[src/rtl/data_mem_bridge_if.sv]
// data_mem_bridge_if
// CPU-side data-port bundle between the single-cycle CPU and data_mem_bridge.
//   master : the CPU. It drives the request, the store data and the access type.
//            It receives the load result, the ready pulse and the error flag.
//   slave  : the bridge.
// Signals:
//   cpu_req, cpu_we, cpu_addr[31:0], cpu_wdata[31:0], cpu_dmtype[2:0]  (CPU -> bridge)
//   cpu_rdata[31:0], cpu_ready, cpu_err                                (bridge -> CPU)
interface data_mem_bridge_if;
  logic        cpu_req;
  logic        cpu_we;
  logic [31:0] cpu_addr;
  logic [31:0] cpu_wdata;
  logic [2:0]  cpu_dmtype;
  logic [31:0] cpu_rdata;
  logic        cpu_ready;
  logic        cpu_err;

  modport master (
    output cpu_req, cpu_we, cpu_addr, cpu_wdata, cpu_dmtype,
    input  cpu_rdata, cpu_ready, cpu_err
  );

  modport slave (
    input  cpu_req, cpu_we, cpu_addr, cpu_wdata, cpu_dmtype,
    output cpu_rdata, cpu_ready, cpu_err
  );
endinterface

[src/rtl/data_mem_bridge.sv]
// data_mem_bridge
// Load/store bridge between the CPU data port and a synchronous block-RAM.
// The bridge handles one access at a time.
//   - Stores produce byte-lane write enables and lane-replicated write data.
//   - Loads wait out the RAM read latency. The addressed byte, halfword or word
//     is then extracted and extended.
//   - Misaligned accesses and illegal types get an error response. The RAM is
//     not touched for them.
// Ports:
//   clk        : single clock, rising edge
//   reset      : asynchronous, active-low
//   cpu        : data_mem_bridge_if.slave (request/ready handshake with the CPU)
//   ram_en     : RAM enable, asserted only in WRITE and READ
//   ram_wea    : per-byte write enables; bit k covers ram_wdata[8k+7:8k]
//   ram_addr   : RAM word address, taken from cpu_addr[RAM_AW+1:2]
//   ram_wdata  : lane-replicated store data
//   ram_rdata  : RAM read data, valid RD_LAT cycles after the ram_en cycle
// Parameters:
//   RAM_AW : word-address width of the RAM
//   RD_LAT : RAM read latency in cycles, 1..3
//
// state | meaning
// ------+---------------------------------------------------------------
// IDLE  | waiting for cpu_req; the access is latched and checked here
// WRITE | RAM write cycle (ram_en, ram_wea, ram_addr, ram_wdata driven)
// READ  | RAM read cycle (ram_en, ram_addr driven, ram_wea = 0)
// WAIT  | counting down the RAM read latency; capture rdata at count 0
// RESP  | one-cycle cpu_ready pulse; cpu_req is ignored
module data_mem_bridge #(
  parameter int RAM_AW = 10,
  parameter int RD_LAT = 1
) (
  input  logic                clk,
  input  logic                reset,
  data_mem_bridge_if.slave    cpu,
  output logic                ram_en,
  output logic [3:0]          ram_wea,
  output logic [RAM_AW-1:0]   ram_addr,
  output logic [31:0]         ram_wdata,
  input  logic [31:0]         ram_rdata
);

  typedef enum logic [2:0] {IDLE, WRITE, READ, WAIT, RESP} state_t;

  localparam logic [1:0] WAIT_LOAD = 2'(RD_LAT - 1);

  state_t      state;
  logic [1:0]  wait_cnt;
  logic [1:0]  lat_off;
  logic [2:0]  lat_type;
  logic [31:0] rdata_q;
  logic        ready_q;
  logic        err_q;

  logic        req_bad;
  logic [3:0]  st_wea;
  logic [31:0] st_wdata;
  logic [7:0]  ld_byte;
  logic [15:0] ld_half;
  logic [31:0] ld_data;

  // Address bits above the RAM range are dropped on purpose, so the RAM wraps.
  logic unused_addr_bits;
  assign unused_addr_bits = ^cpu.cpu_addr[31:RAM_AW+2];

  assign cpu.cpu_rdata = rdata_q;
  assign cpu.cpu_ready = ready_q;
  assign cpu.cpu_err   = err_q;

  // Decode of the incoming request. It is evaluated in IDLE against the live
  // request, so the RAM-side outputs can be registered at the sampling edge.
  always_comb begin
    req_bad  = 1'b0;
    st_wea   = 4'b0000;
    st_wdata = 32'h0;
    case (cpu.cpu_dmtype)
      3'd0: begin
        req_bad  = (cpu.cpu_addr[1:0] != 2'b00);
        st_wea   = 4'b1111;
        st_wdata = cpu.cpu_wdata;
      end
      3'd1, 3'd2: begin
        req_bad  = cpu.cpu_addr[0];
        st_wea   = cpu.cpu_addr[1] ? 4'b1100 : 4'b0011;
        st_wdata = {2{cpu.cpu_wdata[15:0]}};
      end
      3'd3, 3'd4: begin
        st_wea   = 4'b0001 << cpu.cpu_addr[1:0];
        st_wdata = {4{cpu.cpu_wdata[7:0]}};
      end
      default: req_bad = 1'b1;
    endcase
  end

  // Lane extraction from the RAM word. It uses the latched offset and type.
  always_comb begin
    ld_byte = 8'h00;
    ld_data = 32'h0;
    case (lat_off)
      2'd0:    ld_byte = ram_rdata[7:0];
      2'd1:    ld_byte = ram_rdata[15:8];
      2'd2:    ld_byte = ram_rdata[23:16];
      default: ld_byte = ram_rdata[31:24];
    endcase
    ld_half = lat_off[1] ? ram_rdata[31:16] : ram_rdata[15:0];
    case (lat_type)
      3'd0:    ld_data = ram_rdata;
      3'd1:    ld_data = {{16{ld_half[15]}}, ld_half};
      3'd2:    ld_data = {16'h0, ld_half};
      3'd3:    ld_data = {{24{ld_byte[7]}}, ld_byte};
      3'd4:    ld_data = {24'h0, ld_byte};
      default: ld_data = 32'h0;
    endcase
  end

  // Each output is registered at the edge that enters the state owning it.
  // So ram_en/ram_wea are set on the way into WRITE/READ, and cpu_ready is
  // set on the way into RESP.
  always_ff @(posedge clk or negedge reset) begin
    if (!reset) begin
      state     <= IDLE;
      wait_cnt  <= 2'd0;
      lat_off   <= 2'd0;
      lat_type  <= 3'd0;
      rdata_q   <= 32'h0;
      ready_q   <= 1'b0;
      err_q     <= 1'b0;
      ram_en    <= 1'b0;
      ram_wea   <= 4'b0000;
      ram_addr  <= '0;
      ram_wdata <= 32'h0;
    end else begin
      ram_en  <= 1'b0;
      ram_wea <= 4'b0000;
      ready_q <= 1'b0;
      err_q   <= 1'b0;
      case (state)
        IDLE: begin
          if (cpu.cpu_req) begin
            lat_off  <= cpu.cpu_addr[1:0];
            lat_type <= cpu.cpu_dmtype;
            if (req_bad) begin
              rdata_q <= 32'h0;
              ready_q <= 1'b1;
              err_q   <= 1'b1;
              state   <= RESP;
            end else begin
              ram_en   <= 1'b1;
              ram_addr <= cpu.cpu_addr[RAM_AW+1:2];
              if (cpu.cpu_we) begin
                ram_wea   <= st_wea;
                ram_wdata <= st_wdata;
                state     <= WRITE;
              end else begin
                state <= READ;
              end
            end
          end
        end
        WRITE: begin
          ready_q <= 1'b1;
          state   <= RESP;
        end
        READ: begin
          wait_cnt <= WAIT_LOAD;
          state    <= WAIT;
        end
        WAIT: begin
          if (wait_cnt == 2'd0) begin
            rdata_q <= ld_data;
            ready_q <= 1'b1;
            state   <= RESP;
          end else begin
            wait_cnt <= wait_cnt - 2'd1;
          end
        end
        RESP: state <= IDLE;
        default: state <= IDLE;
      endcase
    end
  end

endmodule

[src/flat_wrapper.sv]
// flat-port wrapper written by rule: the top's interface ports become plain ports
module data_mem_bridge_flat 
#(
  parameter int RAM_AW = 10,
  parameter int RD_LAT = 1
)
  (clk, reset, ram_en, ram_wea, ram_addr, ram_wdata, ram_rdata, cpu_cpu_req, cpu_cpu_we, cpu_cpu_addr, cpu_cpu_wdata, cpu_cpu_dmtype, cpu_cpu_rdata, cpu_cpu_ready, cpu_cpu_err);
  data_mem_bridge_if cpu_i ();
  input  logic clk;
  input  logic reset;
  output logic ram_en;
  output logic [3:0] ram_wea;
  output logic [RAM_AW-1:0] ram_addr;
  output logic [31:0] ram_wdata;
  input  logic [31:0] ram_rdata;
  input wire logic [$bits(cpu_i.cpu_req)-1:0] cpu_cpu_req;
  input wire logic [$bits(cpu_i.cpu_we)-1:0] cpu_cpu_we;
  input wire logic [$bits(cpu_i.cpu_addr)-1:0] cpu_cpu_addr;
  input wire logic [$bits(cpu_i.cpu_wdata)-1:0] cpu_cpu_wdata;
  input wire logic [$bits(cpu_i.cpu_dmtype)-1:0] cpu_cpu_dmtype;
  output wire logic [$bits(cpu_i.cpu_rdata)-1:0] cpu_cpu_rdata;
  output wire logic [$bits(cpu_i.cpu_ready)-1:0] cpu_cpu_ready;
  output wire logic [$bits(cpu_i.cpu_err)-1:0] cpu_cpu_err;
  assign cpu_i.cpu_req = cpu_cpu_req;
  assign cpu_i.cpu_we = cpu_cpu_we;
  assign cpu_i.cpu_addr = cpu_cpu_addr;
  assign cpu_i.cpu_wdata = cpu_cpu_wdata;
  assign cpu_i.cpu_dmtype = cpu_cpu_dmtype;
  assign cpu_cpu_rdata = cpu_i.cpu_rdata;
  assign cpu_cpu_ready = cpu_i.cpu_ready;
  assign cpu_cpu_err = cpu_i.cpu_err;
  data_mem_bridge #(.RAM_AW(RAM_AW), .RD_LAT(RD_LAT)) u_core (.clk(clk), .reset(reset), .cpu(cpu_i), .ram_en(ram_en), .ram_wea(ram_wea), .ram_addr(ram_addr), .ram_wdata(ram_wdata), .ram_rdata(ram_rdata));
endmodule
[config.mk]
export PLATFORM = sky130hd
export DESIGN_NAME = data_mem_bridge_flat
export DESIGN_NICKNAME = d
export VERILOG_FILES = /design/src/rtl/data_mem_bridge_if.sv /design/src/rtl/data_mem_bridge.sv /design/src/flat_wrapper.sv
export SDC_FILE = /design/constraint.sdc
export NUM_CORES = 1
export LEC_CHECK = 0
export ABC_AREA = 0
export CAP_MARGIN = 20
export CORE_MARGIN = 2
export CORE_UTILIZATION = 45
export DETAILED_ROUTE_END_ITERATION = 6
export GPL_TIMING_DRIVEN = 0
export PLACE_DENSITY_LB_ADDON = 0.12
export SYNTH_ARGS = -nofsm -noshare
export SYNTH_HDL_FRONTEND = slang
export SYNTH_SLANG_ARGS = --single-unit
[constraint.sdc]
create_clock -name clk -period 2 [get_ports clk]
set_input_delay 0.3 -clock clk [delete_from_list [all_inputs] [get_ports clk]]
set_output_delay 0.3 -clock clk [all_outputs]
set_load 0.005 [all_outputs]
After elaboration in Yosys (flattened, before gate mapping)
Cells that the tools add are included.
{"block": "classes", "add_sub_neg": 1, "n_eq_ne": 17, "n_shift": 1, "n_mux": 30, "n_bitwise": 1, "reduce_logical": 16}
{"cell": "32-bit case mux with 5 select lines", "count": 1}
{"cell": "32-bit 2-to-1 mux", "count": 3}
{"cell": "32-bit case mux with 3 select lines", "count": 1}
{"cell": "32-bit case mux with 2 select lines", "count": 1}
{"cell": "8-bit case mux with 3 select lines", "count": 1}
{"cell": "4-bit 2-to-1 mux", "count": 5}
{"cell": "3-bit by 2-bit equality test with 1-bit output (second input constant)", "count": 6}
{"cell": "16-bit 2-to-1 mux", "count": 1}
{"cell": "3-bit case mux with 4 select lines", "count": 1}
{"cell": "4-bit case mux with 3 select lines", "count": 1}
{"cell": "3-bit by 1-bit equality test with 1-bit output (second input constant)", "count": 3}
{"cell": "3-bit logical NOT", "count": 3}
{"cell": "3-bit 2-to-1 mux", "count": 3}
{"cell": "4-bit AND reduction", "count": 2}
{"cell": "1-bit 2-to-1 mux", "count": 7}
{"cell": "3-bit equality test (second input constant)", "count": 2}
{"cell": "1-bit case mux with 3 select lines", "count": 2}
{"cell": "2-bit AND reduction", "count": 3}
{"cell": "2-bit nonzero test", "count": 3}
{"cell": "2-bit logical NOT", "count": 2}
{"cell": "2-bit 2-to-1 mux", "count": 2}
{"cell": "2-bit by 1-bit != test with 1-bit output (second input constant)", "count": 2}
{"cell": "2-bit != test (second input constant)", "count": 2}
{"cell": "2-bit case mux with 2 select lines", "count": 1}
{"cell": "other kinds (7)", "count": 8}
{"block": "word_totals", "ff_bits": 91, "inputBits": 103, "word_cells": 77}

Longest topological paths before layout
{"block": "logic_depth", "word_depth": 7, "depth_mapped": 8, "ltp_nobuf": 6}

Worst setup path after synthesis
No wires, ideal clock.
{"block": "synth_timing", "kind": "input to register", "start": "input port cpu_cpu_dmtype[2]", "end": "register u_core.ram_wdata[0]", "setup_time_ps": 125, "arrival_ps": 1680, "setup_slack_ps": 195, "cell_stages": 8, "n_path_buf": 4, "cell_sequence": "buf_6 -> or2_1 -> buf_6 -> nor3_4 -> o2111a_1 -> buf_6 -> buf_6 -> mux2_2"}
{"block": "synth_between", "elab_chain_cells": 5, "elab_cells_between_ends": 11, "cone_classes": "eq/ne (4); mux (2); bitwise (1); reduce/logical (4)"}
{"item": "start: declaration", "line_no": "flat_wrapper.sv:20", "rtl": "input wire logic [$bits(cpu_i.cpu_dmtype)-1:0] cpu_cpu_dmtype;"}
{"item": "3-bit by 2-bit equality test with 1-bit output, or another cell as far along", "line_no": "data_mem_bridge.sv:76", "rtl": "case (cpu.cpu_dmtype)"}
{"item": "2-bit OR reduction", "line_no": "data_mem_bridge.sv:76"}
{"item": "1-bit case mux with 3 select lines", "line_no": "data_mem_bridge.sv:76"}
{"item": "1-bit inverter (no line)"}
{"item": "4-bit AND reduction (no line)"}
{"item": "end signal: assignment", "line_no": "data_mem_bridge.sv:152", "rtl": "ram_wdata <= st_wdata;"}
{"item": "end: declaration", "line_no": "data_mem_bridge.sv:39", "rtl": "output logic [31:0] ram_wdata,"}
Several ways; a longest one is shown, not always the timed one.
A chain may end at the register's enable or synchronous reset.

Worst setup path in the final report
{"block": "layout_timing", "start": "register u_core.lat_type[2]", "end": "register u_core.rdata_q[7], in the netlist u_core.cpu.cpu_rdata[7]"}
{"block": "layout_between", "elab_chain_cells": 4, "elab_cells_between_ends": 8, "cone_classes": "eq/ne (4); mux (3); reduce/logical (1)"}
{"item": "start: declaration", "line_no": "data_mem_bridge.sv:50", "rtl": "logic [2:0] lat_type;"}
{"item": "start signal: assignment", "line_no": "data_mem_bridge.sv:141", "rtl": "lat_type <= cpu.cpu_dmtype;"}
{"item": "3-bit equality test, or another cell as far along", "line_no": "data_mem_bridge.sv:106", "rtl": "case (lat_type)"}
{"item": "32-bit case mux with 5 select lines *", "line_no": "data_mem_bridge.sv:106"}
{"item": "32-bit 2-to-1 mux *", "line_no": "data_mem_bridge.sv:169", "rtl": "if (wait_cnt == 2'd0) begin"}
{"item": "32-bit case mux with 2 select lines *", "line_no": "data_mem_bridge.sv:137", "rtl": "case (state)"}
{"item": "end signal: assignment", "line_no": "data_mem_bridge.sv:170", "rtl": "rdata_q <= ld_data;"}
{"item": "end: declaration", "line_no": "data_mem_bridge.sv:51", "rtl": "logic [31:0] rdata_q;"}
Every way passes the cells marked *; elsewhere a longest branch is shown, timed or not. The select of a mux whose other input is x is not followed.

==> impl_metrics.env <==
export IMPL_chipHeight_um=108.3
export IMPL_routed_via_density=5.633
export IMPL_antenna_diode_count=0
export IMPL_cp_data_arrival_time_ns=2.19
export IMPL_timing_clock_skew_ns=0.008411
export IMPL_clock_transition_time_at_the_flip_flop_clock_pins_of_the_worst_setup_and_hold_paths_ns=0.10
export IMPL_post_synth_and_or_nand_nor_area_fraction=0.09142
export IMPL_remaining_drc_errors=0
export IMPL_grt_first_pass_wirelength_mm=22.56
export IMPL_register_area_share_after_synthesis=0.4648
export IMPL_max_cap_violations=0
export IMPL_final_area_sq_mm=0.007127
export IMPL_global_route_usage_met1=0.3443
export IMPL_total_global_route_track_usage=0.2501
export IMPL_fillers=865
export IMPL_grt_met2_usage=0.3904
export IMPL_async_reset_ff_frac=1.000
export IMPL_port_buffers=163
export IMPL_cpMaxStageDelayCell="dfrtp_1"
export IMPL_start_util=0.4560
export IMPL_cp_startpoint_kind="register"
export IMPL_syn_cell_area_sq_mm=0.004900
export IMPL_cts_tree="done"
export IMPL_timing_final_hold_violations=0
export IMPL_synth_cell_types=51
export IMPL_first_global_vias=4339
export IMPL_drt_antenna_violating_nets=0
export IMPL_place_hpwl_mm=10.29
export IMPL_setup_tns_final_ns=0
export IMPL_ir_drop_v=0.0006652
export IMPL_ys_warnings_count=0
export IMPL_path_delay_family="flip-flops"
export IMPL_final_layout_size_suffix_gt1_frac=0.2153
export IMPL_path_max_fanout=11
export IMPL_fmax_mhz=516.7
export IMPL_worstHoldPathType="input port to async pin"
export IMPL_worstPathBufferInverterCount=1
export IMPL_tritoncts_num_buffers=9
export IMPL_max_stage_delay_ns=0.67
export IMPL_required_worst_endpoint_ns=2.25
export IMPL_die_width_um=108.3
export IMPL_setup_violations_final=0
export IMPL_placementRows=38
export IMPL_cts_root_buffer="clkbuf_8"
export IMPL_power_leakage_uw=0.002938
export IMPL_clk_latency_ns=0.37
export IMPL_synth_compound_area_frac=0.1928
export IMPL_drt_iter0_drc=234
export IMPL_grt_max_degree=63
export IMPL_tightest_slew_ns=0.5973
export IMPL_synth_seq_cells=91
export IMPL_ioPinCount=184
export IMPL_post_route_util=0.6633
export IMPL_yosys_most_used_dff="dfrtp_1"
export IMPL_synthXorXnorAreaFrac=0.001788
export IMPL_design_die_area_sq_mm=0.01174
export IMPL_power_density_mw_per_mm2=1116
export IMPL_placement_cell_area_sq_mm=0.006731
export IMPL_antenna_found_initial=0
export IMPL_layout_worst_path_cycle_share=0.9677
export IMPL_synth_area_per_inst_sq_um=11.50
export IMPL_mux_cell_area_share_after_synthesis=0.1839
export IMPL_routabilityCongestion=0.9430
export IMPL_grt_met3_usage=0.05063
export IMPL_rrSetupSlack_ns=0.06
export IMPL_htree_levels=3
export IMPL_layout_min_cycle_time_ns=1.935
export IMPL_unrepaired_setup_endpoints_after_global_routing="false"
export IMPL_timing_critical_path_cells="and3b_1 > clkbuf_1 > or2_2 > a22oi_1 > o2bb2ai_1"
export IMPL_max_clock_path_buffers=2
export IMPL_route_vias_total=4242
export IMPL_synth_top_family_by_area="compound AO/OA/AOI/OAI gates"
export IMPL_report_final_slew_viol_count=0
export IMPL_synth_net_count=530
export IMPL_run_status="completed"
export IMPL_timing_setup_critical_path_class="register to register"
export IMPL_max_slew_margin_rel=0.5976
export IMPL_worst_setup_path_end_kind="register"
export IMPL_cts_sinks=91
export IMPL_syn_instance_count=426
export IMPL_coreArea_sq_mm=0.01075
export IMPL_final_net_count=712
export IMPL_post_synth_edffs=0
export IMPL_first_pass_iters=5
export IMPL_synth_adder_area_share=0.004597
export IMPL_routed_wire_length_per_instance_um=18.68
export IMPL_gr_max_usage_layer="met2"
export IMPL_grt_overflow=0
export IMPL_flow_area_growth_from_synthesis_pct=45.45
export IMPL_routed_wirelength_mm=14.07
[logic make-up after synthesis]
group / Yosys count
AO/OA/AOI/OAI: 127
flip-flops: 91
multiplexers: 75
AND/OR/NAND/NOR: 71
buffers and inverters: 59
adder cells (fa/ha/maj): 2
XOR/XNOR: 1
[worst paths after layout]
kind                                                       from                                    to  depth (start not counted)
min in group clk                                cpu_cpu_addr[0]         u_core.lat_off[0]$_DFFE_PN0P_                          2
min                                                       reset      u_core.ram_wdata[27]$_DFFE_PN0P_                          2
max reg2reg                      u_core.lat_type[2]$_DFFE_PN0P_   u_core.cpu.cpu_rdata[7]$_DFFE_PN0P_                          5
max                              u_core.lat_type[2]$_DFFE_PN0P_   u_core.cpu.cpu_rdata[7]$_DFFE_PN0P_                          5
min reg2reg                u_core.cpu.cpu_rdata[25]$_DFFE_PN0P_  u_core.cpu.cpu_rdata[25]$_DFFE_PN0P_                          1
max in group asynchronous                                 reset        u_core.ram_addr[7]$_DFFE_PN0P_                          3
[cell usage in the layout, fill, tap and decap left out, drive strengths merged, types with 3 or more instances in the layout]
cell	instances
mux4	8
buf	32
dfrtp	91
o21ai	17
a221o	6
nand2	11
or4bb	3
nor2	8
inv	28
nor2b	5
a221oi	9
nor3	4
clkdlybuf4s50	158
or2	4
a22oi	18
o2bb2ai	26
nand4bb	5
a21oi	29
mux2	40
o221ai	8
nand3	6
clkbuf	19
and2	13
mux2i	27
nand2b	5
[worst reg2reg max path, stage by stage, from the launching register on]
cell and delay (ns):
dfrtp_1 0.67, and3b_1 0.24, clkbuf_1 0.19, or2_2 0.36
a22oi_1 0.27, o2bb2ai_1 0.10
[where the power goes]
part	total (uW)	switching [uW]	internal, uW
Clock	1210	733	472
Combinational	3910	1690	2230
Sequential	2840	402	2440
Total	7960	2820	5130
[cell usage after synthesis, drive strengths merged (2+ instances only)]
cell type | count | area, sq um
mux4 | 8 | 180.2
a22oi | 18 | 135.1
clkbuf | 12 | 45.04
or4bb | 3 | 33.78
a21boi | 2 | 15.01
a21o | 2 | 15.01
nor2 | 8 | 30.03
mux2 | 40 | 450.4
or3 | 2 | 17.52
o221ai | 8 | 70.07
nor2b | 5 | 31.28
or2 | 4 | 25.03
and2 | 13 | 81.33
nor3 | 4 | 31.28
mux2i | 27 | 270.3
o21ai | 17 | 85.08
a221o | 6 | 66.31
dfrtp | 91 | 2277
a21oi | 29 | 145.1
buf | 23 | 162.7
nand3 | 6 | 30.03
nand4bb | 5 | 56.30
a221oi | 9 | 78.83
nand2b | 5 | 31.28
a22o | 2 | 17.52
inv | 24 | 90.09
o2bb2ai | 26 | 227.7
nand2 | 11 | 41.29
[per-layer routing]
| layer | up-vias | routed length, um |
|---|---|---|
| met4 | 0 | 323 |
| met3 | 27 | 1020 |
| li1 | 1965 | - |
| met5 | - | 0 |
| met2 | 177 | 6651 |
| met1 | 2073 | 6073 |
[flip-flops by register name, summed over array words and instances, names as in the netlist]
register	cells
u_core.cpu.cpu_ready	1
u_core.wait_cnt	2
u_core.lat_off	2
u_core.lat_type	3
u_core.ram_en	1
u_core.ram_wea	4
u_core.cpu.cpu_err	1
u_core.ram_wdata	32
u_core.cpu.cpu_rdata	32
u_core.state	3
u_core.ram_addr	10
[through the flow]
step / cells / setup slack, ns / power (uW) / hold slack, ns
after floorplan: 426 / 0.1954 / 4743 / 0.004409
after global placement: 729 / -2.713 / 6482 / 0.4701
after detailed placement: 730 / -0.5099 / 6577 / 0.2711
after CTS: 754 / 0.0009879 / 7905 / 0.3933
after global routing: 753 / 0.01027 / 8452 / 0.4441
final: 753 / 0.06463 / 7957 / 0.3949
[cell type report]
type                    count  area, sq um  area share
clock buffers               9        123.9     0.01738
clock inverters             7        58.81    0.008251
repair buffers            175         1769      0.2482
well taps                 140        175.2     0.02458
inverters                  24        90.09     0.01264
plain buffers              31        217.7     0.03055
multi-input cells         276         2415      0.3388
flip-flops and latches     91         2277      0.3195
[what timing repair did]
item,4_1_cts,5_1_grt
hold buffers,1,0
pin swaps,2,0
setup endpoints to repair,60,65
hold endpoints to repair,29,0
setup buffers,8,1
cloned,1,0
resized for setup,19,22
Power figures use the tool's default switching activity.
